$ cat config.mk
export PLATFORM = sky130hd
export DESIGN_NAME = dmem_arbiter_flat
export DESIGN_NICKNAME = d
export VERILOG_FILES = /design/src/rtl/dmem_arbiter_if.sv /design/src/rtl/dmem_arbiter.sv /design/src/flat_wrapper.sv
export SDC_FILE = /design/constraint.sdc
export NUM_CORES = 1
export LEC_CHECK = 0
export ABC_AREA = 1
export CORE_AREA = 2 2 115 117
export DETAILED_ROUTE_END_ITERATION = 7
export DIE_AREA = 0 0 117 119
export SETUP_SLACK_MARGIN = 0.05
export SLEW_MARGIN = 20
export SYNTH_ARGS = -nofsm -noshare
export SYNTH_HDL_FRONTEND = slang
export SYNTH_SLANG_ARGS = --single-unit
export TNS_END_PERCENT = 50
$ cat constraint.sdc
create_clock -name clk -period 2.72 [get_ports clk]
set_input_delay 0.544 -clock clk [delete_from_list [all_inputs] [get_ports clk]]
set_output_delay 0.544 -clock clk [all_outputs]
set_load 0.02 [all_outputs]
$ cat src/rtl/dmem_arbiter_if.sv
// Bus bundle between the memory stage, the DMA/program loader, the data memory
// and dmem_arbiter.
//   slave  : arbiter side (takes core/dma requests, drives the memory port)
//   master : environment side (requesters and memory model)
// Signals:
//   core_req/we/addr/wdata, core_stall, core_rvalid, core_rdata : core port
//   dma_req/we/lock/addr/wdata, dma_gnt, dma_rvalid, dma_rdata   : dma port
//   mem_en/we/addr/wdata, mem_rdata                              : memory port
interface dmem_arbiter_if #(
    parameter int AW = 32,
    parameter int DW = 32
);
    logic          core_req;
    logic          core_we;
    logic [AW-1:0] core_addr;
    logic [DW-1:0] core_wdata;
    logic          core_stall;
    logic          core_rvalid;
    logic [DW-1:0] core_rdata;

    logic          dma_req;
    logic          dma_we;
    logic          dma_lock;
    logic [AW-1:0] dma_addr;
    logic [DW-1:0] dma_wdata;
    logic          dma_gnt;
    logic          dma_rvalid;
    logic [DW-1:0] dma_rdata;

    logic          mem_en;
    logic          mem_we;
    logic [AW-1:0] mem_addr;
    logic [DW-1:0] mem_wdata;
    logic [DW-1:0] mem_rdata;

    modport slave (
        input  core_req, core_we, core_addr, core_wdata,
        input  dma_req, dma_we, dma_lock, dma_addr, dma_wdata,
        input  mem_rdata,
        output core_stall, core_rvalid, core_rdata,
        output dma_gnt, dma_rvalid, dma_rdata,
        output mem_en, mem_we, mem_addr, mem_wdata
    );

    modport master (
        output core_req, core_we, core_addr, core_wdata,
        output dma_req, dma_we, dma_lock, dma_addr, dma_wdata,
        output mem_rdata,
        input  core_stall, core_rvalid, core_rdata,
        input  dma_gnt, dma_rvalid, dma_rdata,
        input  mem_en, mem_we, mem_addr, mem_wdata
    );
endinterface

$ cat src/rtl/dmem_arbiter.sv
// Data memory arbiter: one access per cycle shared between the pipeline memory
// stage (core) and the DMA/program loader (dma).
// Ports:
//   clk : clock, all state on rising edge
//   rst : asynchronous active-low reset
//   bus : dmem_arbiter_if.slave (core port, dma port, memory port)
// Core normally wins; DMA is forced through after STARVE_MAX contended core
// grants, and may take burst ownership (DMA_LOCK) for up to LOCK_MAX grants.
// Read data returns one cycle after issue, steered by a registered tag.
module dmem_arbiter #(
    parameter int AW         = 32,
    parameter int DW         = 32,
    parameter int STARVE_MAX = 4,
    parameter int LOCK_MAX   = 8
) (
    input  logic            clk,
    input  logic            rst,
    dmem_arbiter_if.slave   bus
);
    typedef enum logic {CORE_PRI, DMA_LOCK} state_e;
    typedef enum logic [1:0] {TAG_NONE, TAG_CORE, TAG_DMA} tag_e;

    localparam logic [3:0] STARVE_LIM = 4'(STARVE_MAX);
    localparam logic [3:0] LOCK_LIM   = 4'(LOCK_MAX);

    state_e     state_q, state_d;
    logic [3:0] starve_q, starve_d;
    logic [3:0] lock_q, lock_d;
    tag_e       tag_q, tag_d;

    logic core_win, dma_win;

    // Grants are masked while reset is held so the memory port stays idle.
    always_comb begin
        dma_win = 1'b0;
        if (state_q == DMA_LOCK)
            dma_win = bus.dma_req;
        else
            dma_win = bus.dma_req && (!bus.core_req || starve_q == STARVE_LIM);
        dma_win  = dma_win & rst;
        core_win = bus.core_req & ~dma_win & rst;
    end

    assign bus.core_stall = bus.core_req & ~core_win & rst;
    assign bus.dma_gnt    = dma_win;
    assign bus.mem_en     = core_win | dma_win;
    assign bus.mem_we     = (core_win & bus.core_we) | (dma_win & bus.dma_we);
    assign bus.mem_addr   = core_win ? bus.core_addr  : (dma_win ? bus.dma_addr  : '0);
    assign bus.mem_wdata  = core_win ? bus.core_wdata : (dma_win ? bus.dma_wdata : '0);

    assign bus.core_rvalid = (tag_q == TAG_CORE);
    assign bus.dma_rvalid  = (tag_q == TAG_DMA);
    assign bus.core_rdata  = (tag_q == TAG_CORE) ? bus.mem_rdata : '0;
    assign bus.dma_rdata   = (tag_q == TAG_DMA)  ? bus.mem_rdata : '0;

    always_comb begin
        state_d  = state_q;
        starve_d = starve_q;
        lock_d   = lock_q;

        if (core_win && !bus.core_we)
            tag_d = TAG_CORE;
        else if (dma_win && !bus.dma_we)
            tag_d = TAG_DMA;
        else
            tag_d = TAG_NONE;

        case (state_q)
            CORE_PRI: begin
                if (dma_win) begin
                    starve_d = '0;
                    if (bus.dma_lock) begin
                        state_d = DMA_LOCK;
                        lock_d  = 4'd1;
                    end
                end else if (core_win && bus.dma_req) begin
                    if (starve_q != STARVE_LIM)
                        starve_d = starve_q + 4'd1;
                end else if (!bus.dma_req) begin
                    starve_d = '0;
                end
            end
            DMA_LOCK: begin
                starve_d = '0;
                if (!dma_win) begin
                    state_d = CORE_PRI;
                    lock_d  = '0;
                end else if (!bus.dma_lock || (lock_q + 4'd1) >= LOCK_LIM) begin
                    // This grant is the last of the burst; it still completes.
                    state_d = CORE_PRI;
                    lock_d  = '0;
                end else begin
                    lock_d = lock_q + 4'd1;
                end
            end
            default: begin
                state_d  = CORE_PRI;
                starve_d = '0;
                lock_d   = '0;
            end
        endcase
    end

    always_ff @(posedge clk or negedge rst) begin
        if (!rst) begin
            state_q  <= CORE_PRI;
            starve_q <= '0;
            lock_q   <= '0;
            tag_q    <= TAG_NONE;
        end else begin
            state_q  <= state_d;
            starve_q <= starve_d;
            lock_q   <= lock_d;
            tag_q    <= tag_d;
        end
    end
endmodule

$ cat src/flat_wrapper.sv
// flat-port wrapper written by rule: the top's interface ports become plain ports
module dmem_arbiter_flat 
#(
    parameter int AW         = 32,
    parameter int DW         = 32,
    parameter int STARVE_MAX = 4,
    parameter int LOCK_MAX   = 8
)
  (clk, rst, bus_core_req, bus_core_we, bus_core_addr, bus_core_wdata, bus_dma_req, bus_dma_we, bus_dma_lock, bus_dma_addr, bus_dma_wdata, bus_mem_rdata, bus_core_stall, bus_core_rvalid, bus_core_rdata, bus_dma_gnt, bus_dma_rvalid, bus_dma_rdata, bus_mem_en, bus_mem_we, bus_mem_addr, bus_mem_wdata);
  dmem_arbiter_if #(.AW(AW), .DW(DW)) bus_i ();
  input  logic clk;
  input  logic rst;
  input wire logic [$bits(bus_i.core_req)-1:0] bus_core_req;
  input wire logic [$bits(bus_i.core_we)-1:0] bus_core_we;
  input wire logic [$bits(bus_i.core_addr)-1:0] bus_core_addr;
  input wire logic [$bits(bus_i.core_wdata)-1:0] bus_core_wdata;
  input wire logic [$bits(bus_i.dma_req)-1:0] bus_dma_req;
  input wire logic [$bits(bus_i.dma_we)-1:0] bus_dma_we;
  input wire logic [$bits(bus_i.dma_lock)-1:0] bus_dma_lock;
  input wire logic [$bits(bus_i.dma_addr)-1:0] bus_dma_addr;
  input wire logic [$bits(bus_i.dma_wdata)-1:0] bus_dma_wdata;
  input wire logic [$bits(bus_i.mem_rdata)-1:0] bus_mem_rdata;
  output wire logic [$bits(bus_i.core_stall)-1:0] bus_core_stall;
  output wire logic [$bits(bus_i.core_rvalid)-1:0] bus_core_rvalid;
  output wire logic [$bits(bus_i.core_rdata)-1:0] bus_core_rdata;
  output wire logic [$bits(bus_i.dma_gnt)-1:0] bus_dma_gnt;
  output wire logic [$bits(bus_i.dma_rvalid)-1:0] bus_dma_rvalid;
  output wire logic [$bits(bus_i.dma_rdata)-1:0] bus_dma_rdata;
  output wire logic [$bits(bus_i.mem_en)-1:0] bus_mem_en;
  output wire logic [$bits(bus_i.mem_we)-1:0] bus_mem_we;
  output wire logic [$bits(bus_i.mem_addr)-1:0] bus_mem_addr;
  output wire logic [$bits(bus_i.mem_wdata)-1:0] bus_mem_wdata;
  assign bus_i.core_req = bus_core_req;
  assign bus_i.core_we = bus_core_we;
  assign bus_i.core_addr = bus_core_addr;
  assign bus_i.core_wdata = bus_core_wdata;
  assign bus_i.dma_req = bus_dma_req;
  assign bus_i.dma_we = bus_dma_we;
  assign bus_i.dma_lock = bus_dma_lock;
  assign bus_i.dma_addr = bus_dma_addr;
  assign bus_i.dma_wdata = bus_dma_wdata;
  assign bus_i.mem_rdata = bus_mem_rdata;
  assign bus_core_stall = bus_i.core_stall;
  assign bus_core_rvalid = bus_i.core_rvalid;
  assign bus_core_rdata = bus_i.core_rdata;
  assign bus_dma_gnt = bus_i.dma_gnt;
  assign bus_dma_rvalid = bus_i.dma_rvalid;
  assign bus_dma_rdata = bus_i.dma_rdata;
  assign bus_mem_en = bus_i.mem_en;
  assign bus_mem_we = bus_i.mem_we;
  assign bus_mem_addr = bus_i.mem_addr;
  assign bus_mem_wdata = bus_i.mem_wdata;
  dmem_arbiter #(.AW(AW), .DW(DW), .STARVE_MAX(STARVE_MAX), .LOCK_MAX(LOCK_MAX)) u_core (.clk(clk), .rst(rst), .bus(bus_i));
endmodule
# == Word-level counts from Yosys, hierarchy flattened ==
# Index checks and enable logic that the tools add are counted.
# totals
ff_bits,11
wordCells,63
out_inout_bits,134
in_bits,167
# op_classes
n_lt_le_gt_ge,1
n_reduce_logical,12
n_eq_ne,8
muxes,24
add_sub_neg,2
bitwise_logic,12
# ops
cell,n
2-to-1 mux 32 bit,6
2-to-1 mux 4 bit,8
one-hot mux 4 bit (2 select lines),2
"adder 4 x 1 -> 4 bit, second input constant",2
"inequality test 4 x 3 -> 1 bit, second input constant",2
bitwise AND 1 bit,7
2-to-1 mux 1 bit,5
"equality test 4 x 3 -> 1 bit, second input constant",1
">= comparator 4 bit, second input constant",1
logical AND 1 bit,4
logical NOT 1 bit,4
2-to-1 mux 2 bit,2
"inequality test 4 x 2 -> 1 bit, second input constant",1
AND reduction 2 bit,2
inverter 1 bit,3
"equality test 2 x 1 -> 1 bit, second input constant",1
"equality test 2 bit, second input constant",1
logical OR 1 bit,2
"inequality test 2 x 1 -> 1 bit, second input constant",1
"inequality test 2 bit, second input constant",1
OR 1 bit,2
one-hot mux 1 bit (2 select lines),1

# == Longest topological paths before layout ==
# Gate-level depths: netlist of run 1.
# logic_depth
ltp_word,12
mapped_depth,10
ltp_nobuf,8

# == Worst setup path before layout of run 1 ==
# OpenSTA, ideal clock, no wires.
# synth_timing
path_type,input-to-output
startpoint,input rst
endpoint,output bus_mem_addr[10]
path_buffers,2
required_time_ps,2176
cell_stages,6
setup_slack_ps,785
t_arrival_ps,1391
path_cell_list,nand2_1 inv_1 buf_4 clkbuf_1 nand3_1 nand2_1
# synth_via
elab_chain_len,5
# synth_rtl
item,line,rtl
"start, declared",flat_wrapper.sv:12,input logic rst;
bitwise AND 1 bit,dmem_arbiter.sv:40,dma_win = dma_win & rst;
inverter 1 bit,dmem_arbiter.sv:41,core_win = bus.core_req & ~dma_win & rst;
bitwise AND 1 bit (2 in a row),dmem_arbiter.sv:41,
2-to-1 mux 32 bit (*),dmem_arbiter.sv:48,assign bus.mem_addr = core_win ? bus.core_addr : (dma_win ? bus.dma_addr : '0);
"end, declared",flat_wrapper.sv:31,output wire logic [$bits(bus_i.mem_addr)-1:0] bus_mem_addr;
# Every way passes the cells marked *; elsewhere a longest branch is shown, timed or not.

# == Worst setup path after layout of run 1 ==
# layout_timing
startpoint,input bus_core_req
endpoint,output bus_mem_wdata[31]
# layout_via
elab_chain_len,9
# layout_rtl
item,line,rtl
"start, declared",flat_wrapper.sv:13,input wire logic [$bits(bus_i.core_req)-1:0] bus_core_req;
logical NOT 1 bit,dmem_arbiter.sv:39,dma_win = bus.dma_req && (!bus.core_req || starve_q == STARVE_LIM);
logical OR 1 bit,dmem_arbiter.sv:39,
logical AND 1 bit,dmem_arbiter.sv:39,
2-to-1 mux 1 bit,dmem_arbiter.sv:36,if (state_q == DMA_LOCK)
bitwise AND 1 bit,dmem_arbiter.sv:40,
inverter 1 bit,dmem_arbiter.sv:41,
bitwise AND 1 bit (2 in a row),dmem_arbiter.sv:41,
2-to-1 mux 32 bit (*),dmem_arbiter.sv:49,assign bus.mem_wdata = core_win ? bus.core_wdata : (dma_win ? bus.dma_wdata : '0);
"end, declared",flat_wrapper.sv:32,output wire logic [$bits(bus_i.mem_wdata)-1:0] bus_mem_wdata;
# Marks and branches as above.

==> results.toml, run 1 <==
[die]
start_util = 0.152
dieArea_um2 = 13900
rows = 42
fp.dieH_um = 119
die_x_um = 117
io_pins = 301
core-area_um2 = 12900

[synth]
ys_types = 20
synthSimpleGateAreaFrac = 0.644
synth-compound-area-share = 0.0141
syn_inst = 403
synth_warnings = 0
synth_xor_area_frac = 0.0135
ys_top_cells_by_area = "nand2_1 (29%), nand3_1 (19%), nor2_1 (14%), dfrtp_1 (14%), inv_1 (9.0%)"
avgSynthCellArea_um2 = 4.84
synthAdderAreaFrac = 0.0192
seq_area_frac_synth = 0.141
synth_top_family_by_area = "simple AND/OR/NAND/NOR gates"
syn_nets = 573
yosysTopAreaCellShare = 0.288
yosysTopAreaCell = "nand2_1"
synth_seq_cells = 11
syn-cell-area_um2 = 1950
synthMuxAreaShare = 0

[placed_design]
gp_congestion = 0.953
place_area_um2 = 5230
portBuffers = 300
dp_slack_ns = -0.281
dp_hpwl_um = 9350
dp_cells = 871

[final_layout]
nets = 878
layout_commonest_cell = "clkdlybuf4s50_1"
n_antenna_cell = 0
area_delta_synth_final_pct = 169
layout-drive-gt1-share = 0.140
final_area_um2 = 5240
final_cell_mix = "clkdlybuf4s50_1 (232), nand2_1 (149), nand3_1 (74), nor2_1 (74), inv_1 (45)"
final-instance-count-excl-fill = 883

[sta]
finalHoldViolCount = 0
fin_ws_ns = 0.0972
grt_setup_unrepaired = "true"
period_minus_slack_ns = 2.62
skew_ns = 0.00443
setup_viol = 0
fin_crit_sh = 0.964
worstMarginPinSlew_ns = 0.334
slew_viol_final = 0
fin_tns_setup_ns = 0
max_freq_mhz = 381
relSlewSlack = 0.777

[pwr]
power_density_nw_per_um2 = 226
power_mw = 1.19
vdd_drop_max_mv = 0.165
leakagePower_nw = 2.67

[global_route]
grt_pass1_wl_um = 16400
grt_remaining_overflow = 0
grt_antenna_before_repair = 1
grt_max_degree = 51
grtUsageTotal = 0.147
grt_pass1_vias = 3403

[route]
drtIter0Drc = 125
viasPerCell = 4.12
vias = 3642
wirelength_um = 11900
route.antenna.remaining_nets = 0
remaining_drc_errors = 0
firstDrtPassIters = 4
routedWlPerCell_um = 13.5

[clocking]
insertion_delay_ns = 0.24
cts_buffer_depth = 2
clock_sinks = 11
ctsHoldBuffers = 0
htree_levels = 1
clkSlewWorstSetupHoldPaths_ns = 0.04
cts_root_buf = "clkbuf_16"
cts_tree = "yes"
numCtsBuffers = 3

[setup_path]
worstPathArrival_ns = 2.08
r2r_cells = 9
crit_fanout = 13
cp.required_ns = 2.18
critPathLaunchType = "primary input"
endpoint_kind = "output port"
critPathKind = "primary input to output port"

[run]
timing.max_cap.violations = 0

[outcome]
status = "complete, no violations"

[hold_path]
hold_class = "flop to flop"
min_path_cells = 2
cells in the mapped netlist:
library cell and number:
ha_1 3, nand3_1 74, inv_2 2, a21oi_1 2, buf_2 7, o211ai_1 1, nand2_4 1, xor2_1 3
nand2_2 1, clkbuf_1 13, buf_1 1, nand4_1 3, nor3_1 2, inv_1 47, o21ai_0 2, dfrtp_1 11
buf_4 3, nand2_1 150, buf_6 3, nor2_1 74
cell type report:
cell class / instances / area (um^2)
Sequential cell: 11 / 275
Inverter: 49 / 189
Timing Repair Buffer: 327 / 3120
Tap cell: 176 / 220
Fill cell: 1373 / 7630
Clock buffer: 4 / 78.8
Multi-Input combinational cell: 316 / 1360
metal layers:
layer  global-route usage  wire length, um  vias to the layer above
met2                0.286             6130                      220
met3               0.0402             1380                        8
met4               0.0279               71                        2
li1                     -                -                     1831
met1                0.156             4280                     1581
met5                    0               17                        -
flip-flops by register name, summed over array words and instances, names as in the netlist:
signal,count
u_core.tag_q,2
u_core.state_q,1
u_core.starve_q,4
u_core.lock_q,4
critical path: stages:
cell             delay [ns]
clkdlybuf4s50_1        0.49
inv_1                  0.06
nor2_1                 0.11
nand2_2                0.11
nand2_8                0.10
buf_6                  0.15
buf_16                 0.15
buf_4                  0.10
nand3_1                0.05
nand2_1                0.07
buf_4                  0.15
final timing paths:
path                                                start                              to  slack (ns)
max                                          bus_core_req               bus_mem_wdata[31]         0.1
min in group asynchronous                             rst       u_core.tag_q[1]$_DFF_PN0_        0.64
min                          u_core.lock_q[3]$_DFFE_PN0P_    u_core.lock_q[3]$_DFFE_PN0P_        0.55
min reg2reg                  u_core.lock_q[3]$_DFFE_PN0P_    u_core.lock_q[3]$_DFFE_PN0P_        0.55
max reg2reg                u_core.starve_q[0]$_DFFE_PN0P_  u_core.starve_q[0]$_DFFE_PN0P_        1.08
max in group asynchronous                             rst    u_core.lock_q[1]$_DFFE_PN0P_        1.87
cells by family (layout without fill, tap and decap cells):
group / Yosys count / in the layout
buffers and inverters: 76 / 380
AO/OA/AOI/OAI: 5 / 5
XOR/XNOR: 3 / 3
flip-flops: 11 / 11
adder cells (fa/ha/maj): 3 / 3
AND/OR/NAND/NOR: 305 / 305
power by group:
| group | internal (mW) | switching, mW |
|---|---|---|
| Clock | 0.197 | 0.0751 |
| Sequential | 0.174 | 0.00927 |
| Combinational | 0.399 | 0.331 |
| Total | 0.770 | 0.416 |
metrics by stage:
| stage | util | hold slack (ns) |
|---|---|---|
| 6_report | 0.407 | 0.547 |
| 4_1_cts | 0.400 | 0.540 |
| 5_1_grt | 0.407 | 0.567 |
| 3_3_place_gp | 0.406 | 0.534 |
| 3_5_place_dp | 0.406 | 0.532 |
| 2_1_floorplan | - | 0.248 |
what timing repair did:
action	CTS	global route
gates resized for setup	218	56
buffers inserted	2	2
pin swaps	1	1
setup endpoints to repair	65	45
gates cloned	2	2
Power figures use the tool's default switching activity.
==> run 2, diff against run 1 <==
- CORE_AREA: 2 2 115 117 -> 2 2 116 118
- DIE_AREA: 0 0 117 119 -> 0 0 118 120
- DONT_BUFFER_PORTS: unset -> 1
==> results.toml, run 2 (synthesis gave the netlist of run 1 again) <==
[clocking]
clkSlewWorstSetupHoldPaths_ns = 0.04
insertion_delay_ns = 0.23
cts_tree = "yes"
htree_levels = 1
clock_sinks = 11
cts_buffer_depth = 2
numCtsBuffers = 3
cts_root_buf = "clkbuf_16"
post-cts-setup-buffer-count = 0

[sta]
period_minus_slack_ns = 2.38
grt_setup_unrepaired = "false"
holdWs_ns = 0.378
max_freq_mhz = 421
fin_tns_setup_ns = 0
relSlewSlack = 0.677
fin_crit_sh = 0.873
slew_viol_final = 0
worstMarginPinSlew_ns = 0.483
finalHoldViolCount = 0
setup_viol = 0
skew_ns = 0.00159

[die]
fp.dieH_um = 120
core-area_um2 = 13000
rows = 42
dieArea_um2 = 14200
die_x_um = 118
start_util = 0.150
io_pins = 301

[route]
vias = 2560
routedWlPerCell_um = 14.4
firstDrtPassIters = 4
route.antenna.remaining_nets = 0
drtIter0Drc = 108
remaining_drc_errors = 0
viasPerCell = 4.47
wirelength_um = 8250

[final_layout]
final-instance-count-excl-fill = 573
final_cell_mix = "nand2_1 (150), nand3_1 (74), nor2_1 (74)"
nets = 568
reg_top3 = "u_core.lock_q: 4 flops, u_core.starve_q: 4 flops, u_core.tag_q: 2 flops"
n_antenna_cell = 0
layout_commonest_cell = "nand2_1"
area_delta_synth_final_pct = 17.9
layout-drive-gt1-share = 0.0579

[pwr]
pwr-share-clk = 0.335
swShare = 0.427
intPower_mw = 0.448
power_density_nw_per_um2 = 340
pwr-share-comb = 0.430
p_seq_frac = 0.235
vdd_drop_max_mv = 0.192
p_switching_mw = 0.334
leakagePower_nw = 1.37

[hold_path]
min_to = "u_core.tag_q[1]$_DFF_PN0_"
min_path_cells = 1
worstHoldStart = "bus_dma_we"
hold_class = "primary input to flop"

[global_route]
grtUsageTotal = 0.0986
grt_antenna_before_repair = 0
grt_pass1_wl_um = 10900
grt_remaining_overflow = 0
grt_max_degree = 71
grt_pass1_vias = 1934

[setup_path]
critPathKind = "flop to output port"
critPathLaunchType = "flop"
regToRegSetupSlack_ns = 1.29
r2r-start = "u_core.starve_q[0]$_DFFE_PN0P_"
r2r_cells = 8
crit_fanout = 53
worstPathArrival_ns = 1.83
endpoint_kind = "output port"
cp.required_ns = 2.18
r2r-end = "u_core.tag_q[0]$_DFF_PN0_"

[placed_design]
dp_hpwl_um = 6960
dp_cells = 567
portBuffers = 0
gp_congestion = 0.797

[outcome]
status = "complete, no violations"

[run]
timing.max_cap.violations = 0
## run 2: changes by cell type in the layout (fill, tap and decap cells not counted), moves of 4 or more
cell             change
clkbuf_2             -9
buf_6                -4
buf_4               -33
buf_2               -24
clkdlybuf4s50_1    -232
clkdlybuf4s15_1      -4
## run 2: power groups by stage
stage	registers [mW]	logic (mW)	clock network, mW
6_report	0.184	0.336	0.262
3_3_place_gp	0.185	0.329	0
4_1_cts	0.184	0.337	0.268
2_1_floorplan	0.183	0.275	0
5_1_grt	0.185	0.362	0.280
3_5_place_dp	0.186	0.334	0
## run 2: stage by stage
| stage | setup WS, ns | util | area (um^2) | power [mW] |
|---|---|---|---|---|
| floorplan | 0.785 | - | 1950 | 0.458 |
| global placement | 0.598 | 0.170 | 2200 | 0.514 |
| detailed placement | 0.578 | 0.170 | 2200 | 0.520 |
| CTS | 0.318 | 0.177 | 2290 | 0.789 |
| global route | 0.224 | 0.177 | 2300 | 0.828 |
| finish | 0.344 | 0.177 | 2300 | 0.782 |
## run 2: area by class of cell
class,count,area [um^2]
Clock buffer,4,78.8
Fill cell,1509,10700
Inverter,49,184
Multi-Input combinational cell,316,1350
Sequential cell,11,275
Tap cell,176,220
Timing Repair Buffer,17,195
## run 2: how the worst max path moves through the flow
stage / from / end / slack [ns] / cells past startpoint
final: u_core.starve_q[0]$_DFFE_PN0P_ / bus_mem_wdata[29] / 0.34 / 9
after global routing: u_core.starve_q[0]$_DFFE_PN0P_ / bus_mem_wdata[11] / 0.22 / 10
after CTS: u_core.starve_q[0]$_DFFE_PN0P_ / bus_mem_wdata[11] / 0.32 / 10
after detailed placement: u_core.starve_q[0]$_DFFE_PN0P_ / bus_mem_wdata[11] / 0.58 / 10
after global placement: u_core.starve_q[0]$_DFFE_PN0P_ / bus_mem_wdata[11] / 0.60 / 10
after floorplan: rst / bus_mem_addr[10] / 0.79 / 6
## run 2: worst max-delay path: stages (launching register included)
cell and delay [ns]:
dfrtp_1 0.37, inv_1 0.10, ha_1 0.15, nand3_1 0.09, nand2_2 0.11, nand2_4 0.08, inv_2 0.08, buf_12 0.22
nand2_1 0.13, nand2_1 0.21
## run 2: routing by layer
metal	GRT usage	vias up	routed length, um
met1	0.112	1136	3090
met5	0	-	0
li1	-	1215	-
met2	0.192	205	4300
met3	0.0223	4	821
met4	0.0105	0	47
## run 2: repair_timing
action                                  in CTS  in global routing
hold endpoints to repair                     5                  6
endpoints found under the setup margin       0                  0
hold buffers                                 1                  1
resized for setup                            0                  0
